===== config.mk =====
export PLATFORM = sky130hd
export DESIGN_NAME = dot_reduce
export DESIGN_NICKNAME = d
export VERILOG_FILES = /design/src/rtl/dot_reduce.sv
export SDC_FILE = /design/constraint.sdc
export NUM_CORES = 2
export LEC_CHECK = 0
export BUFFER_PORTS_ARGS = -buffer_cell sky130_fd_sc_hd__buf_2
export CAP_MARGIN = 20
export CORE_MARGIN = 3
export CORE_UTILIZATION = 40
export CTS_BUF_LIST = sky130_fd_sc_hd__clkbuf_4 sky130_fd_sc_hd__clkbuf_8 sky130_fd_sc_hd__clkbuf_16
export DETAILED_ROUTE_END_ITERATION = 6
export PLACE_DENSITY = 0.68
export SYNTH_ARGS = -nofsm -noshare
export SYNTH_HDL_FRONTEND = slang
export SYNTH_SLANG_ARGS = --single-unit

===== constraint.sdc =====
create_clock -name clk -period 13.65 [get_ports clk]
set_input_delay 2.0475 -clock clk [delete_from_list [all_inputs] [get_ports clk]]
set_output_delay 2.0475 -clock clk [all_outputs]
set_load 0.05 [all_outputs]

===== src/rtl/dot_reduce.sv =====
// Streaming dot-product reducer: NUM_LANES multiplies per beat, a registered lane-sum
// tree, then accumulation over NUM_ELEMENTS beats into one result.
module dot_reduce #(
  parameter int DATA_WIDTH   = 12,
  parameter int NUM_LANES    = 4,
  parameter int NUM_ELEMENTS = 5,
  parameter int PIPE_WIDTH   = 2,
  parameter int SIGNED       = 1,
  localparam int RESULT_WIDTH = 2*DATA_WIDTH + $clog2(NUM_LANES) + $clog2(NUM_ELEMENTS)
) (
  input  logic                            clk,
  input  logic                            rst,
  input  logic                            dot_reduce_clear_in,
  output logic                            dot_reduce_ready_in,
  input  logic                            dot_reduce_valid_in,
  input  logic [NUM_LANES*DATA_WIDTH-1:0] dot_reduce_dataa_in,
  input  logic [NUM_LANES*DATA_WIDTH-1:0] dot_reduce_datab_in,
  input  logic                            dot_reduce_ready_out,
  output logic                            dot_reduce_valid_out,
  output logic [RESULT_WIDTH-1:0]         dot_reduce_result_out
);

  localparam int PROD_WIDTH = 2*DATA_WIDTH;
  localparam int CNT_WIDTH  = (NUM_ELEMENTS > 1) ? $clog2(NUM_ELEMENTS) : 1;

  logic                    en;
  logic                    in_hs;
  logic [PROD_WIDTH-1:0]   prod_w        [NUM_LANES];
  logic [RESULT_WIDTH-1:0] prod_ext      [NUM_LANES];
  logic [PROD_WIDTH-1:0]   mult_pipe_reg [PIPE_WIDTH][NUM_LANES];
  logic [PIPE_WIDTH-1:0]   mult_valid_reg;
  logic [RESULT_WIDTH-1:0] tree_sum_next;
  logic [RESULT_WIDTH-1:0] tree_sum_reg;
  logic                    tree_valid_reg;
  logic [RESULT_WIDTH-1:0] acc_reg;
  logic [RESULT_WIDTH-1:0] acc_sum;
  logic [CNT_WIDTH-1:0]    beat_cnt_reg;
  logic                    final_beat;
  logic                    valid_out_reg;
  logic [RESULT_WIDTH-1:0] result_reg;

  assign en                    = !valid_out_reg || dot_reduce_ready_out;
  assign dot_reduce_ready_in   = en;
  assign in_hs                 = dot_reduce_valid_in && en && !dot_reduce_clear_in;
  assign dot_reduce_valid_out  = valid_out_reg;
  assign dot_reduce_result_out = result_reg;

  // Operands are widened to the product width first so a plain multiply is exact.
  generate
    for (genvar gi = 0; gi < NUM_LANES; gi++) begin : g_lane
      logic [PROD_WIDTH-1:0] a_ext;
      logic [PROD_WIDTH-1:0] b_ext;
      if (SIGNED != 0) begin : g_sext
        assign a_ext        = PROD_WIDTH'($signed(dot_reduce_dataa_in[gi*DATA_WIDTH +: DATA_WIDTH]));
        assign b_ext        = PROD_WIDTH'($signed(dot_reduce_datab_in[gi*DATA_WIDTH +: DATA_WIDTH]));
        assign prod_ext[gi] = RESULT_WIDTH'($signed(mult_pipe_reg[PIPE_WIDTH-1][gi]));
      end else begin : g_zext
        assign a_ext        = PROD_WIDTH'(dot_reduce_dataa_in[gi*DATA_WIDTH +: DATA_WIDTH]);
        assign b_ext        = PROD_WIDTH'(dot_reduce_datab_in[gi*DATA_WIDTH +: DATA_WIDTH]);
        assign prod_ext[gi] = RESULT_WIDTH'(mult_pipe_reg[PIPE_WIDTH-1][gi]);
      end
      assign prod_w[gi] = a_ext * b_ext;
    end
  endgenerate

  always_comb begin
    tree_sum_next = '0;
    for (int k = 0; k < NUM_LANES; k++) begin
      tree_sum_next = tree_sum_next + prod_ext[k];
    end
  end

  // Data path carries no reset; the valid tags alone decide what is consumed.
  always_ff @(posedge clk) begin
    if (en) begin
      for (int k = 0; k < NUM_LANES; k++) begin
        mult_pipe_reg[0][k] <= prod_w[k];
        for (int s = 1; s < PIPE_WIDTH; s++) begin
          mult_pipe_reg[s][k] <= mult_pipe_reg[s-1][k];
        end
      end
      tree_sum_reg <= tree_sum_next;
    end
  end

  always_ff @(posedge clk) begin
    if (!rst || dot_reduce_clear_in) begin
      mult_valid_reg <= '0;
      tree_valid_reg <= 1'b0;
    end else if (en) begin
      mult_valid_reg <= PIPE_WIDTH'({mult_valid_reg, in_hs});
      tree_valid_reg <= mult_valid_reg[PIPE_WIDTH-1];
    end
  end

  assign final_beat = tree_valid_reg && (beat_cnt_reg == CNT_WIDTH'(NUM_ELEMENTS-1));
  assign acc_sum    = acc_reg + tree_sum_reg;

  // Clear aborts the partial sum but leaves an already-held result for the consumer.
  always_ff @(posedge clk) begin
    if (!rst) begin
      acc_reg       <= '0;
      beat_cnt_reg  <= '0;
      valid_out_reg <= 1'b0;
      result_reg    <= '0;
    end else if (dot_reduce_clear_in) begin
      acc_reg      <= '0;
      beat_cnt_reg <= '0;
      if (en) begin
        valid_out_reg <= 1'b0;
      end
    end else if (en) begin
      valid_out_reg <= final_beat;
      if (final_beat) begin
        result_reg   <= acc_sum;
        acc_reg      <= '0;
        beat_cnt_reg <= '0;
      end else if (tree_valid_reg) begin
        acc_reg      <= acc_sum;
        beat_cnt_reg <= beat_cnt_reg + CNT_WIDTH'(1);
      end
    end
  end

endmodule


==> key figures <==
Route
  – Post-DRT Antenna Nets: 0
  – Residual DRC count: 1
  – Starting DRT DRC Count: 1202
  – Drt via density: 4.86
  – Router iterations before antenna repair: 7
  – Routed wire length: roughly 70 mm
  – Via count: approximately 22000
  – Wire per inst: approximately 15 µm

Clock network
  – Clock Sinks: 284
  – H-Tree Level Count: 1
  – Worst skew pair latency: 0.56 ns
  – Worst-path clk slew: 0.07 ns
  – CTS tree: yes
  – PostCTS Resize Cnt: 0
  – Total setup buffers inserted after CTS: 0
  – Num CTS Buffers: 28
  – Root Buffer: clkbuf_16
  – Clock buffer depth: 3
  – Hold_buf cts: 0

Die
  – Core box area: approximately 84000 µm²
  – Die W: between 200 and 300 µm
  – Die height: 297 µm
  – Initial Utilization: around two fifths
  – IO Pins: 132
  – Die area: 88200 µm²
  – Row Count: 106

Yosys
  – Post-synth EDFFs: between 200 and 250
  – Library cells used by synthesis: 68
  – Ys async rst share: 0%
  – Synthesized instance count: 3342
  – Top_reg_cell synth: edfxtp_1
  – Synth top area cells: fa_1 36%, edfxtp_1 19%, ha_1 9.6%
  – Synthesized Nets: between 4000 and 5000
  – Most numerous cell in the Yosys netlist: inv_1
  – Yosys warning count: 0
  – Register bit count reported by yosys: 284
  – Synth area leader: fa_1
  – Commonest cells in the netlist: 696 x inv_1, 602 x fa_1, 441 x nand2_1
  – Syn avg cell area: 10.1 µm²
  – Post-Syn Area: 33900 µm²
  – Sequential-to-total area share from yosys stat: 23.3%
  – Yosys top cell area share: between 30% and 40%

STA
  – Final period util: 50.8%
  – Worst slew pin tran: between 1 and 1.5 ns
  – Hold_ws: 0.411 ns
  – Fin. max-slew vios: 0
  – Min Tclk post-route: 6.93 ns
  – Slew HR: 31.3%
  – RSZ-0062 raised after global routing: false
  – Final Hold Fails: 0
  – # setup viols final: 0
  – Max frequency: 144 MHz
  – Clock skew: 0.0183 ns
  – Setup TNS: 0 ns

Setup path
  – Startpoint Class: input pin
  – Crit path required time: 13.94 ns
  – CP arrival: 7.23 ns
  – Critical path endpoint category: flop
  – Setup slack, reg-to-reg: a little over 9 ns
  – CP Class: input pin to flop
  – Worst Path Max Fanout: 9

Place
  – Port Buffer Count: between 100 and 150
  – Routability Congestion: roughly 0.84
  – Final HPWL DP: 58.0 mm

Outcome
  – Failing checks: design-rule violations
  – Status: finished, violations left

Cells and area
  – P&R area growth vs syn: 7.84%
  – Post-layout nets: about 4400
  – Max reg flops: roughly 190
  – Final core occ: a little over two fifths
  – Fraction of layout cells with a size suffix above 1: 5.91%
  – Fillers: 8038

Global routing
  – Largest net degree at the start of global routing: 81
  – Initial antenna violation count: 3
  – GRT Util Overall: roughly 16%
  – Remaining Overflow, GRT: 0
  – Vias in the first global route: 23708
  – First-pass GRT wire length: roughly 120 mm

Worst hold path
  – Min-delay worst type: flop to flop

Flow run
  – Max cap viols: 0
## kinds of logic after synthesis
| kind of cell | count (synthesis) | share of synthesized area (%) |
|---|---|---|
| AO/OA/AOI/OAI | 335 | 6.37 |
| adder cells (fa/ha/maj) | 862 | 45.2 |
| XOR/XNOR | 141 | 3.65 |
| multiplexers | 5 | 0.148 |
| flip-flops | 284 | 23.3 |
| buffers and inverters | 810 | 9.01 |
| AND/OR/NAND/NOR | 905 | 12.4 |
## stage by stage
| step | cell area (µm²) | cells | setup WS (ns) |
|---|---|---|---|
| 6_report | 36500 | 4555 | 6.72 |
| 5_1_grt | 36500 | 4554 | 6.39 |
| 3_5_place_dp | 35600 | 4501 | 6.15 |
| 3_3_place_gp | 35600 | 4501 | 6.30 |
| 2_1_floorplan | 33900 | 3342 | 2.09 |
| 4_1_cts | 36500 | 4553 | 6.73 |
## critical path: stages
cell and delay (ns):
buf_2 0.15, clkinv_1 0.30, nor2_1 0.22, fa_1 0.45
fa_1 0.53, fa_1 0.44, fa_1 0.49, inv_1 0.05
fa_1 0.47, inv_1 0.04, ha_1 0.32, a21o_1 0.17
a21o_1 0.21, o21ai_0 0.24, a31oi_1 0.15, and4_1 0.24
a2111oi_2 0.43, a21oi_1 0.14, xnor2_1 0.15
## path summary, 6_finish.rpt
path                                   startpoint                               to  cells after the start
setup / recovery          dot_reduce_datab_in[47]   mult_pipe_reg[0][23]$_DFFE_PN_                     19
hold / removal     mult_pipe_reg[0][11]$_DFFE_PN_  mult_pipe_reg[0][107]$_DFFE_PN_                      0
setup reg to reg  mult_pipe_reg[0][122]$_DFFE_PN_       tree_sum_reg[24]$_DFFE_PN_                     12
hold reg to reg    mult_pipe_reg[0][11]$_DFFE_PN_  mult_pipe_reg[0][107]$_DFFE_PN_                      0
## cell usage in the layout (no fill, tap or decap), types with 6 or more instances in the layout
cell type	synthesis	final
inv_1	696	696
fa_1	602	602
nand2_1	441	441
ha_1	260	260
edfxtp_1	219	219
and2_1	181	181
nor2_1	138	138
buf_2	0	131
xnor2_1	119	119
a21oi_1	105	105
o21ai_0	72	72
dfxtp_1	65	65
a21o_1	34	34
nand2b_1	34	33
clkbuf_16	0	28
nor3_1	24	23
xor2_1	22	22
nand3_1	21	21
o21a_1	18	18
a211oi_1	16	16
and3_1	15	15
o21bai_1	12	12
nor2b_1	12	12
o211ai_1	11	11
clkinv_1	3	11
a31oi_1	10	10
nand4_1	9	9
a22oi_1	9	9
a22o_1	7	7
o31ai_1	6	6
or3_1	6	6
## metal layers
metal / wire length (µm) / up-vias / GRT usage [%]
met3: 3190 / 102 / 1.77
met2: 34400 / 483 / 28.4
met5: 13 / - / 0
li1: - / 10448 / -
met1: 30700 / 11113 / 22.4
met4: 1420 / 2 / 3.27
## cell type report
cell class / instances / area (µm²) / area share, %
multi-input cells: 2248 / 23000 / 62.8
diodes: 1 / 2.50 / 0.00685
inverters: 700 / 2630 / 7.19
repair buffers: 136 / 693 / 1.90
well taps: 1134 / 1420 / 3.88
clock buffers: 32 / 731 / 2.00
flip-flops and latches: 284 / 7880 / 21.6
clock inverters: 20 / 221 / 0.606
Power is not shown: default switching activity piles up to over one toggle a cycle in this logic, so the estimate is an artifact.
